<file path="config.mk">
export PLATFORM = sky130hd
export DESIGN_NAME = servo_history_lifo_flat
export DESIGN_NICKNAME = d
export VERILOG_FILES = /design/src/rtl/servo_history_lifo_if.sv /design/src/rtl/servo_history_lifo.sv /design/src/flat_wrapper.sv
export SDC_FILE = /design/constraint.sdc
export NUM_CORES = 1
export LEC_CHECK = 0
export BUFFER_PORTS_ARGS = -buffer_cell sky130_fd_sc_hd__buf_2
export CORE_MARGIN = 2
export CORE_UTILIZATION = 59
export CTS_BUF_LIST = sky130_fd_sc_hd__clkbuf_16
export DETAILED_ROUTE_END_ITERATION = 8
export PLACE_DENSITY = 0.85
export SLEW_MARGIN = 20
export SYNTH_ARGS = -nofsm -noshare
export SYNTH_HDL_FRONTEND = slang
export SYNTH_SLANG_ARGS = --single-unit
</file>
<file path="constraint.sdc">
create_clock -name clk -period 8.7 [get_ports clk]
set_input_delay 0.435 -clock clk [delete_from_list [all_inputs] [get_ports clk]]
set_output_delay 0.435 -clock clk [all_outputs]
set_load 0.02 [all_outputs]
</file>
<file path="src/rtl/servo_history_lifo_if.sv">
// servo_history_lifo_if
// Bundles the sample strobe, mode select, live set-points and the replay /
// status outputs of the servo history LIFO.
//   master : drives sample_tick, backtrack_active, x_val, y_val;
//            observes x_val_out, y_val_out, out_valid, count, empty, full, done
//   slave  : the LIFO itself (mirror image of master)
interface servo_history_lifo_if #(
  parameter int VAL_W = 11,
  parameter int DEPTH = 25
);
  localparam int CNT_W = $clog2(DEPTH + 1);

  logic             sample_tick;
  logic             backtrack_active;
  logic [VAL_W-1:0] x_val;
  logic [VAL_W-1:0] y_val;
  logic [VAL_W-1:0] x_val_out;
  logic [VAL_W-1:0] y_val_out;
  logic             out_valid;
  logic [CNT_W-1:0] count;
  logic             empty;
  logic             full;
  logic             done;

  modport master (
    output sample_tick, backtrack_active, x_val, y_val,
    input  x_val_out, y_val_out, out_valid, count, empty, full, done
  );

  modport slave (
    input  sample_tick, backtrack_active, x_val, y_val,
    output x_val_out, y_val_out, out_valid, count, empty, full, done
  );
endinterface

</file>
<file path="src/rtl/servo_history_lifo.sv">
// servo_history_lifo
// Circular LIFO of DEPTH (x, y) servo set-point pairs. While backtrack_active
// is low every sample_tick pushes the live pair (oldest entry overwritten once
// full). While it is high every sample_tick pops the newest pair onto the
// registered outputs until the history runs out, at which point done rises.
// Ports:
//   clk   : system clock
//   rst_n : synchronous active-low reset
//   bus   : servo_history_lifo_if.slave (tick, mode, live values, replay
//           outputs, count/empty/full/done status)
module servo_history_lifo #(
  parameter int VAL_W  = 11,
  parameter int DEPTH  = 25,
  parameter int X_IDLE = 1500,
  parameter int Y_IDLE = 1200
) (
  input logic                 clk,
  input logic                 rst_n,
  servo_history_lifo_if.slave bus
);

  localparam int CNT_W = $clog2(DEPTH + 1);
  localparam int PTR_W = (DEPTH > 1) ? $clog2(DEPTH) : 1;

  localparam logic [PTR_W-1:0] PTR_ZERO = {PTR_W{1'b0}};
  localparam logic [PTR_W-1:0] PTR_ONE  = PTR_W'(1);
  localparam logic [PTR_W-1:0] PTR_LAST = PTR_W'(DEPTH - 1);
  localparam logic [CNT_W-1:0] CNT_ZERO = {CNT_W{1'b0}};
  localparam logic [CNT_W-1:0] CNT_ONE  = CNT_W'(1);
  localparam logic [CNT_W-1:0] CNT_FULL = CNT_W'(DEPTH);
  localparam logic [VAL_W-1:0] X_IDLE_V = VAL_W'(X_IDLE);
  localparam logic [VAL_W-1:0] Y_IDLE_V = VAL_W'(Y_IDLE);

  typedef enum logic [1:0] {
    ST_RECORD   = 2'd0,
    ST_PLAYBACK = 2'd1,
    ST_DONE     = 2'd2
  } state_t;

  state_t             state;
  logic [2*VAL_W-1:0] mem [DEPTH];
  logic [PTR_W-1:0]   wr_ptr;
  logic [CNT_W-1:0]   cnt;
  logic [VAL_W-1:0]   x_out;
  logic [VAL_W-1:0]   y_out;
  logic               valid_out;
  logic               done_out;
  logic [PTR_W-1:0]   top_ptr;

  // DEPTH need not be a power of two, so wrap by explicit compare.
  function automatic logic [PTR_W-1:0] ptr_inc(input logic [PTR_W-1:0] p);
    return (p == PTR_LAST) ? PTR_ZERO : p + PTR_ONE;
  endfunction

  function automatic logic [PTR_W-1:0] ptr_dec(input logic [PTR_W-1:0] p);
    return (p == PTR_ZERO) ? PTR_LAST : p - PTR_ONE;
  endfunction

  // Top of stack sits one slot below the next write slot.
  always_comb begin
    top_ptr = ptr_dec(wr_ptr);
  end

  // History store; no reset needed because count gates every read.
  always_ff @(posedge clk) begin
    if (rst_n && !bus.backtrack_active && bus.sample_tick) begin
      mem[wr_ptr] <= {bus.x_val, bus.y_val};
    end
  end

  // Mode FSM, pointer/count bookkeeping and registered replay outputs.
  always_ff @(posedge clk) begin
    if (!rst_n) begin
      state     <= ST_RECORD;
      wr_ptr    <= PTR_ZERO;
      cnt       <= CNT_ZERO;
      x_out     <= X_IDLE_V;
      y_out     <= Y_IDLE_V;
      valid_out <= 1'b0;
      done_out  <= 1'b0;
    end else if (!bus.backtrack_active) begin
      // Mode is sampled this cycle, so a coincident tick is a push.
      state     <= ST_RECORD;
      x_out     <= X_IDLE_V;
      y_out     <= Y_IDLE_V;
      valid_out <= 1'b0;
      done_out  <= 1'b0;
      if (bus.sample_tick) begin
        wr_ptr <= ptr_inc(wr_ptr);
        if (cnt != CNT_FULL) begin
          cnt <= cnt + CNT_ONE;
        end
      end
    end else begin
      case (state)
        // RECORD shares the pop path: the tick that arrives with the
        // rising mode edge is already a pop.
        ST_RECORD, ST_PLAYBACK: begin
          state <= ST_PLAYBACK;
          if (bus.sample_tick) begin
            if (cnt != CNT_ZERO) begin
              {x_out, y_out} <= mem[top_ptr];
              valid_out      <= 1'b1;
              wr_ptr         <= top_ptr;
              cnt            <= cnt - CNT_ONE;
            end else begin
              // History exhausted: outputs and out_valid hold.
              state    <= ST_DONE;
              done_out <= 1'b1;
            end
          end
        end
        ST_DONE: begin
          state <= ST_DONE;
        end
        default: begin
          state     <= ST_RECORD;
          x_out     <= X_IDLE_V;
          y_out     <= Y_IDLE_V;
          valid_out <= 1'b0;
          done_out  <= 1'b0;
        end
      endcase
    end
  end

  assign bus.x_val_out = x_out;
  assign bus.y_val_out = y_out;
  assign bus.out_valid = valid_out;
  assign bus.done      = done_out;
  assign bus.count     = cnt;
  assign bus.empty     = (cnt == CNT_ZERO);
  assign bus.full      = (cnt == CNT_FULL);

endmodule
</file>
<file path="src/flat_wrapper.sv">
// flat-port wrapper written by rule: the top's interface ports become plain ports
module servo_history_lifo_flat 
#(
  parameter int VAL_W  = 11,
  parameter int DEPTH  = 25,
  parameter int X_IDLE = 1500,
  parameter int Y_IDLE = 1200
)
  (clk, rst_n, bus_sample_tick, bus_backtrack_active, bus_x_val, bus_y_val, bus_x_val_out, bus_y_val_out, bus_out_valid, bus_count, bus_empty, bus_full, bus_done);
  servo_history_lifo_if #(.VAL_W(VAL_W), .DEPTH(DEPTH)) bus_i ();
  input logic clk;
  input logic rst_n;
  input wire logic [$bits(bus_i.sample_tick)-1:0] bus_sample_tick;
  input wire logic [$bits(bus_i.backtrack_active)-1:0] bus_backtrack_active;
  input wire logic [$bits(bus_i.x_val)-1:0] bus_x_val;
  input wire logic [$bits(bus_i.y_val)-1:0] bus_y_val;
  output wire logic [$bits(bus_i.x_val_out)-1:0] bus_x_val_out;
  output wire logic [$bits(bus_i.y_val_out)-1:0] bus_y_val_out;
  output wire logic [$bits(bus_i.out_valid)-1:0] bus_out_valid;
  output wire logic [$bits(bus_i.count)-1:0] bus_count;
  output wire logic [$bits(bus_i.empty)-1:0] bus_empty;
  output wire logic [$bits(bus_i.full)-1:0] bus_full;
  output wire logic [$bits(bus_i.done)-1:0] bus_done;
  assign bus_i.sample_tick = bus_sample_tick;
  assign bus_i.backtrack_active = bus_backtrack_active;
  assign bus_i.x_val = bus_x_val;
  assign bus_i.y_val = bus_y_val;
  assign bus_x_val_out = bus_i.x_val_out;
  assign bus_y_val_out = bus_i.y_val_out;
  assign bus_out_valid = bus_i.out_valid;
  assign bus_count = bus_i.count;
  assign bus_empty = bus_i.empty;
  assign bus_full = bus_i.full;
  assign bus_done = bus_i.done;
  servo_history_lifo #(.VAL_W(VAL_W), .DEPTH(DEPTH), .X_IDLE(X_IDLE), .Y_IDLE(Y_IDLE)) u_core (.clk(clk), .rst_n(rst_n), .bus(bus_i));
endmodule
</file>
== Word level (Yosys, flattened, before mapping) ==
Memory sizes are Yosys's and may differ from the RTL's.
Cells that the tools add are included.
W data, S select, Z words.

* Bits in registers: 36
* Input port bits: 26
* Memories: 1
* RAM bits: 550
* Logic and storage cells: 68
* Output and inout bits: 31

* Eq/ne operators: 10
* Add/sub/neg operators: 4
* Reduce and logical (&&, ||, !) cells: 15
* Bitwise operators: 1
* Mux-type cells: 30

{| class="wikitable"
|+ Memory list
! name !! words !! bits a word !! rd ports !! clocked after Yosys merged registers in !! write ports !! RTL line !! source
|-
| u_core.mem || 25 || 22 || 1 || 0 || 1 || servo_history_lifo.sv:41 || <nowiki>logic [2*VAL_W-1:0] mem [DEPTH];</nowiki>
|}

{| class="wikitable"
|+ Operator list
! operator !! count
|-
| $mux W5 || 13
|-
| $mux W11 || 4
|-
| $pmux W11 S2 || 2
|-
| $add A5 B1 Y5 const B || 2
|-
| $eq A5 B5 Y1 const B || 2
|-
| $logic_not A5 Y1 || 2
|-
| $sub A5 B1 Y5 const B || 2
|-
| $mux W1 || 6
|-
| $ne A2 B1 Y1 const B || 3
|-
| $reduce_and A3 Y1 || 2
|-
| $ne A5 B5 Y1 const B || 1
|-
| $reduce_and A5 Y1 || 1
|-
| $reduce_bool A5 Y1 || 1
|-
| $mux W2 || 2
|-
| $ne A2 B2 Y1 const B || 2
|-
| $pmux W1 S2 || 2
|-
| $pmux W2 S2 || 1
|-
| $reduce_and A4 Y1 || 1
|-
| $reduce_bool A2 Y1 || 2
|-
| $eq A2 B1 Y1 const B || 1
|-
| $eq A2 B2 Y1 const B || 1
|-
| $logic_and A1 B1 Y1 || 2
|-
| $logic_not A2 Y1 || 1
|-
| $reduce_and A2 Y1 || 1
|-
| other kinds (3) || 3
|}

== Logic depth before layout (Yosys ltp) ==
Gate-level depths: netlist of run 1.

* Word-level depth: 6
* Depth in mapped cells: 15
* Gate-level depth less buffers: 9

== Worst setup path after synthesis of run 1 ==
Ideal clock, no wire load.

* Path type: register to register
* From: reg u_core.wr_ptr[0]
* To: mem u_core.mem[24][0] (netlist bit) (enable)
* Stages on the path, launching flop included: 8
* Data required time: 8.243 ns
* Buffers on the path: 3
* Setup time: 0.457 ns
* Period minus slack after synthesis: 4.276 ns
* Arrival: 3.819 ns
* Slack: 4.424 ns
* Cell sequence: dfxtp_1 buf_2 inv_2 clkbuf_1 clkbuf_1 ha_1 nand2_1 nor4_1

{| class="wikitable"
|+ RTL lines
! what !! RTL line !! source
|-
| start: declaration || servo_history_lifo.sv:42 || <nowiki>logic [PTR_W-1:0] wr_ptr;</nowiki>
|-
| start signal: assignment || servo_history_lifo.sv:89 || <nowiki>wr_ptr <= ptr_inc(wr_ptr);</nowiki>
|-
| start signal: assignment || servo_history_lifo.sv:104 || <nowiki>wr_ptr <= top_ptr;</nowiki>
|-
| end: declaration || servo_history_lifo.sv:41 ||
|}

Straight into the memory's write port.

== Worst setup path in the final report of run 1 ==
* From: reg u_core.wr_ptr[0]
* To: reg u_core.x_out[4], in the netlist u_core.bus.x_val_out[4]

* Longest elaborated chain between the ends: 6
* Elaborated cells between the ends (all ways): 7
* Classes of those cells: add/sub (1); mux (4); reduce/logical (1); memory (1)

{| class="wikitable"
|+ RTL lines
! what !! RTL line !! source
|-
| $sub A5 B1 Y5 / $logic_not A5 Y1 (equally long branches) || servo_history_lifo.sv:56 || <nowiki>return (p == PTR_ZERO) ? PTR_LAST : p - PTR_ONE;</nowiki>
|-
| $mux W5 * || servo_history_lifo.sv:56 ||
|-
| $mem_v2 Z25 W22 * || -- ||
|-
| $mux W11 * || servo_history_lifo.sv:101 || <nowiki>if (cnt != CNT_ZERO) begin</nowiki>
|-
| $mux W11 * || servo_history_lifo.sv:100 || <nowiki>if (bus.sample_tick) begin</nowiki>
|-
| $pmux W11 S2 * || servo_history_lifo.sv:95 || <nowiki>case (state)</nowiki>
|-
| end signal: assignment || servo_history_lifo.sv:102 || <nowiki>{x_out, y_out} <= mem[top_ptr];</nowiki>
|-
| end: declaration || servo_history_lifo.sv:44 || <nowiki>logic [VAL_W-1:0] x_out;</nowiki>
|}

Mark *: on every way between the ends. The rest lies on a longest branch, timed or not. The select of a mux whose other input is x is not followed.
A chain may end at the register's enable or synchronous reset.

==> metrics.txt, run 1 <==
layout cell share with drive strength beyond 1=approximately an eighth; Synth top area share=between 70 and 80%; Async SR Flop Fraction=0%; hold slack=between 0.1 and 0.15 ns; routability cong.=0.853; Post-CTS Repair Setup Buffers=0; HPWL after DPL=31,100 um; syn avg cell area=14.9 um2; clock root buffer=clkbuf_16; vias per cell=approximately 7; Pre-antenna DRT Iters=8; Fmax=between 200 and 250 MHz; routed vias=between 10,000 and 15,000; All-Layer GR Usage=roughly 29%; nets=between 1,500 and 2,000; Data arrival, critical path=around 5.3 ns; Crit Path Class=reg2reg; CP Capture Type=register; maximum vdd ir drop=169 uV; post-layout minimum cycle time=between 4 and 5 ns; Synth area leader=edfxtp_1; worst path cell trace=inv_2 > ha_1 > nor4b_4 > or2_4 > buf_4 > o22ai_1 > a221oi_1 > a21oi_1 > a31oi_1; port bufs=56; PostCTS Resize Cnt=0; vias in the first global route=about 14,000; P&R area growth vs syn=11.2%; Bufs on Longest Clock Path=3; Critical Path Source=u_core.wr_ptr[0]$_SDFFE_PN0P_; post-route ant nets=0; worst slew pin tran=1.26 ns; GR Overflow Total=0; setup violators final=0; Num CTS Buffers=53; Reg-to-Reg End=u_core.bus.x_val_out[4]$_SDFFE_PN1P_; WP depth=9; pwr dens=between 200 and 300 nW/um2; TritonCTS clock tree=built; setup TNS=0 ns; H-tree levels=2; Final Max Tran Viols=0; I/O Pins=57; cts hold-fix bufs=0; DRC violations left=0; crit start category=register; Hold Path Class=in2reg; worst r2r src=u_core.wr_ptr[0]$_SDFFE_PN0P_; max incr delay on CP=0.88 ns; Setup Skew=around 0.018 ns; FF+latch count, synth=586; R2R setup slack=just under 4 ns; crit path buf inv count=2; final worst path period share=55.3%; EDFF count, synth=between 500 and 600; Max Cap Viol=0; Hold Vio Cnt, Final=0; crit-path leading delay family=simple AND/OR/NAND/NOR gates; number of core rows=72; final wirelength=58,100 um; largest cells by area after synthesis=edfxtp_1 (72%), nand2_1 (3.6%), mux2i_1 (3.3%); Relative slew margins=15.9%; Worst-Skew Late Latency=0.59 ns; Netlist cell types=60; status=finished, final reports clean; synthesized cell area=22,800 um2; largest net degree at the start of global routing=75; FILL cells=2,417; Warnings, synthesis=0; RSZ-0062 raised after global routing=false; Die Ht=between 200 and 250 um; Initial Util=between 50 and 60%; share of the yosys chip area belonging to registers=approximately three quarters; Placeable Area=about 38,000 um2; commonest non-fill, non-tap cell in the layout=edfxtp_1; die width=roughly 200 um; syn nets=1,566; Leak=between 0.008 and 0.009 uW; clock-pin slew on the worst setup and hold paths=approximately 0.070 ns; initial antenna violation count=3; most frequent cells in the layout=edfxtp_1 (550), nand2_1 (217), mux2i_1 (75); Worst Path Max Fanout=74; worst-path cell with the longest stage delay=nor4b_4; Worst setup endpoint=u_core.bus.x_val_out[4]$_SDFFE_PN1P_; routed len/inst=roughly 27 um; first-pass GRT wire length=87,500 um; DIE AREA=between 40,000 and 50,000 um2; Reg2Reg Depth=9; required time of the critical path=9.18 ns; Synth Flop Type=edfxtp_1; Sink Count=586; Syn Inst Count=1,531; DRT iter0 DRCs=2,675
-- per-layer routing --
metal	global-route usage [%]	routed length [um]	part of all wire, %	vias to the layer above
li1	-	-	-	6091
met1	38.9	20300	35	7098
met2	45.2	27500	47	1226
met3	6.70	7690	13	223
met4	12.5	2580	4.4	4
met5	0	21	0.036	-
-- kinds of logic (layout without fill, tap and decap cells) --
| logic type | Yosys count | in the layout | share of synthesized area, % |
|---|---|---|---|
| multiplexers | 76 | 76 | 3.34 |
| other | 0 | 1 | 0 |
| flip-flops | 586 | 586 | 75.5 |
| adder cells (fa/ha/maj) | 9 | 9 | 0.526 |
| AO/OA/AOI/OAI | 351 | 351 | 10.5 |
| AND/OR/NAND/NOR | 397 | 397 | 7.74 |
| XOR/XNOR | 4 | 4 | 0.153 |
| buffers and inverters | 108 | 198 | 2.27 |
-- flip-flops by register name (all words and copies together) (netlist names) --
register and count:
u_core.bus.count 5, u_core.bus.done 1, u_core.bus.out_valid 1, u_core.bus.x_val_out 11
u_core.bus.y_val_out 11, u_core.mem 550, u_core.state 2, u_core.wr_ptr 5
-- stage by stage --
step,setup slack [ns],cells,total power [uW],instance area (um2),utilization (%)
after floorplan,4.42,1531,4250,22800,-
after global placement,4.41,2039,4630,23700,61.7
after detailed placement,4.23,2039,4690,23700,61.7
after CTS,4.06,2138,6920,25400,66.1
after global routing,3.59,2140,7170,25400,66.1
final,3.89,2140,6970,25400,66.1
-- where the power goes --
group / total, uW / internal, uW / leakage [uW] / switching [uW]
clock network: 2250 / 1260 / 0.000872 / 995
registers: 3150 / 3120 / 0.00524 / 33.2
logic: 1570 / 453 / 0.00223 / 1120
-- layout make-up --
type,count,area (um2),share of cell area (%)
Clock buffer,55,1380,5.42
Antenna cell,1,2.50,0.00986
Timing Repair Buffer,92,558,2.20
Sequential cell,586,17200,67.9
Tap cell,518,648,2.55
Multi-Input combinational cell,837,5240,20.6
Clock inverter,44,300,1.18
Inverter,7,26.3,0.104
-- cell usage after synthesis (4+ instances only) --
master and instances:
a221oi_1 11, nor2_1 51, a31oi_1 34, buf_4 11
or3_1 4, and2_1 6, nor3_1 9, nor2b_1 7
ha_1 8, a21o_1 5, inv_1 6, o41ai_1 9
o221ai_1 23, mux2i_1 75, and4_1 9, dfxtp_1 36
nand3_1 72, a32oi_1 13, o22ai_1 67, nand4_1 4
a22oi_1 45, buf_2 40, edfxtp_1 550, o211ai_1 18
clkbuf_1 44, a21oi_1 75, nand2_1 217, a22o_1 19
o21ai_0 17
-- worst min-delay path by stage --
stage                                         start                              endpoint  slack [ns]  cells past startpoint
2_1_floorplan            u_core.state[1]$_SDFF_PN0_            u_core.state[0]$_SDFF_PN0_        0.48                      1
3_3_place_gp           u_core.bus.done$_SDFFE_PN0P_          u_core.bus.done$_SDFFE_PN0P_        0.44                      2
3_5_place_dp   u_core.bus.y_val_out[8]$_SDFFE_PN0P_  u_core.bus.y_val_out[8]$_SDFFE_PN0P_        0.46                      1
4_1_cts                             bus_sample_tick            u_core.state[0]$_SDFF_PN0_        0.13                      2
5_1_grt                             bus_sample_tick            u_core.state[0]$_SDFF_PN0_        0.15                      2
6_report                            bus_sample_tick            u_core.state[0]$_SDFF_PN0_        0.14                      2
(Power assumes the default switching activity.)
==> inputs of run 2 (changes only) <==
==> constraint.sdc (replaced) <==
create_clock -name clk -period 5 [get_ports clk]
set_input_delay 0.25 -clock clk [delete_from_list [all_inputs] [get_ports clk]]
set_output_delay 0.25 -clock clk [all_outputs]
set_load 0.02 [all_outputs]
==> metrics.txt, run 2 (synthesis results as in run 1) <==
CP Capture Type=register; area of the multi-input gates=5190 um2 (-0.91%); setup TNS=0 ns (unchanged); clock-pin slew on the worst setup and hold paths=0.07 ns (about the same); Reg area=17,200 um2 (unchanged); I/O Pins=57 (unchanged); Die Ht=201 um (unchanged); PostCTS Resize Cnt=0 (unchanged); die width=201 um (unchanged); largest net degree at the start of global routing=91 (+21%); RSZ-0062 raised after global routing=false; worst r2r src=u_core.wr_ptr[1]$_SDFFE_PN0P_; Relative slew margins=20.1% (+4.3 points); port bufs=56 (unchanged); Placeable Area=38,400 um2 (unchanged); routed vias=14,700 (+0.38%); Setup Skew=0.0195 ns (+0.00166 ns); global routing's busiest layer=met2; dpl cells=2,048 (+0.44%); maximum vdd ir drop=266 uV (+57%); layout cell share with drive strength beyond 1=13.3% (+0.36 points); FILL cells=2,446 (+1.2%); status=finished, final reports clean; crit start category=register; commonest non-fill, non-tap cell in the layout=edfxtp_1; DRC violations left=0 (unchanged); Critical Path Source=u_core.wr_ptr[1]$_SDFFE_PN0P_; Largest register FFs=550 (unchanged); pwr dens=472 nW/um2 (+72%); final wirelength=57,000 um (-1.8%); worst slew pin tran=1.19 ns (-0.0648 ns); nets=1,622 (+0.62%); Max Cap Viol=0 (unchanged); initial antenna violation count=1 (-2); grt met3 use=5.58% (-1.1 points); vias in the first global route=14,300 (-0.59%); All-Layer GR Usage=28.0% (-0.76 points); GR Overflow Total=0 (unchanged); first-pass GRT wire length=85,400 um (-2.4%); Crit Path Class=reg2reg; HP Start=rst_n; Leak=0.00838 uW (+0.38%); Data arrival, critical path=4.53 ns (-0.76 ns); GRT met1 Usage=37.5% (-1.4 points); Initial Util=59.5% (unchanged); number of core rows=72 (unchanged); Non-Filler Instances=2,149 (+0.42%); Hold Vio Cnt, Final=0 (unchanged); DIE AREA=40,300 um2 (unchanged); most flop-heavy register=u_core.mem; clock root buffer=clkbuf_16; DRT iter0 DRCs=2,285 (-15%); H-tree levels=2 (unchanged); most frequent cells in the layout=edfxtp_1 (550), nand2_1 (217), mux2i_1 (75); final worst path period share=81.0% (+26 points); HPWL after DPL=31,900 um (+2.5%); Bufs on Longest Clock Path=3 (unchanged); post-layout minimum cycle time=4.05 ns (-0.765 ns); Sink Count=586 (unchanged); routability cong.=0.883 (+3.5%); met2 Use GR=44.8% (-0.40 points); setup violators final=0 (unchanged); Pre-antenna DRT Iters=6 (-2); Worst Path Max Fanout=42 (-43%); required time of the critical path=5.49 ns (-3.69 ns); P&R area growth vs syn=11.1% (about the same); post-route ant nets=0 (unchanged); TritonCTS clock tree=built; Worst-Skew Late Latency=0.59 ns (about the same); Final Max Tran Viols=0 (unchanged); Fmax=247 MHz (+19%); routed len/inst=26.5 um (-2.2%); vias per cell=6.84 (about the same); Hold Path Class=in2reg; Num CTS Buffers=53 (unchanged)
[run 2: changes by cell type in the layout (fill, tap and decap cells not counted), moves of 2 or more]
cell       change
buf_4          +7
nor2_4         -7
nor2_2         +6
buf_12         +2
bufinv_16      -2
clkinv_1       -2
clkinv_2       +2
[run 2: per-layer routing]
layer / routed length [um] / up-vias
met5: 0 / -
met4: 2480 / 0
met3: 7340 / 212
met2: 27100 / 1243
met1: 20100 / 7130
li1: - / 6112
[run 2: repair_timing]
item,CTS,global route
hold buffers,1,0
setup buffers,0,0
hold endpoints to repair,1,0
[run 2: through the flow]
step	cell area, um2	setup WS [ns]	hold WS [ns]	total power, uW	utilization (%)
6_report	25400	0.951	0.0632	12000	66.1
4_1_cts	25300	1.12	0.0355	11900	66.1
5_1_grt	25400	0.815	0.0607	12300	66.1
3_5_place_dp	23700	1.19	0.458	8180	61.8
2_1_floorplan	22800	0.724	0.349	7400	-
3_3_place_gp	23700	1.44	0.445	8090	61.8
[run 2: area by class of cell]
| cell class | instances | area share (%) |
|---|---|---|
| antenna | 1 | 0.00986 |
| clock buffer | 54 | 5.33 |
| clock inverter | 44 | 1.01 |
| inverter | 7 | 0.104 |
| multi-input combinational | 837 | 20.5 |
| sequential | 586 | 67.9 |
| tap | 518 | 2.55 |
| timing repair buffer | 102 | 2.60 |
[run 2: final timing paths]
path | endpoint | slack [ns] | cells after the start
max | u_core.bus.y_val_out[1]$_SDFFE_PN0P_ | 0.95 | 10
max reg2reg | u_core.bus.y_val_out[1]$_SDFFE_PN0P_ | 0.95 | 10
min | u_core.bus.count[3]$_SDFFE_PN0P_ | 0.06 | 2
min reg2reg | u_core.bus.done$_SDFFE_PN0P_ | 0.47 | 2
[run 2: power breakdown]
group	switching [uW]	leakage, uW	total, uW	internal [uW]
clock network	1700	0.000846	3760	2060
registers	59.1	0.00524	5480	5420
logic	1930	0.00229	2740	813
total	3690	0.00838	12000	8290
[run 2: worst max-delay path: stages, from the launching register on]
cell and delay (ns):
dfxtp_1 0.37, inv_1 0.15, ha_1 0.35, nor4b_4 0.84, nor2_4 0.07, buf_4 0.33, nand2_1 0.86, a21oi_1 0.15
o41ai_1 0.49, a21oi_1 0.11, a22o_1 0.22
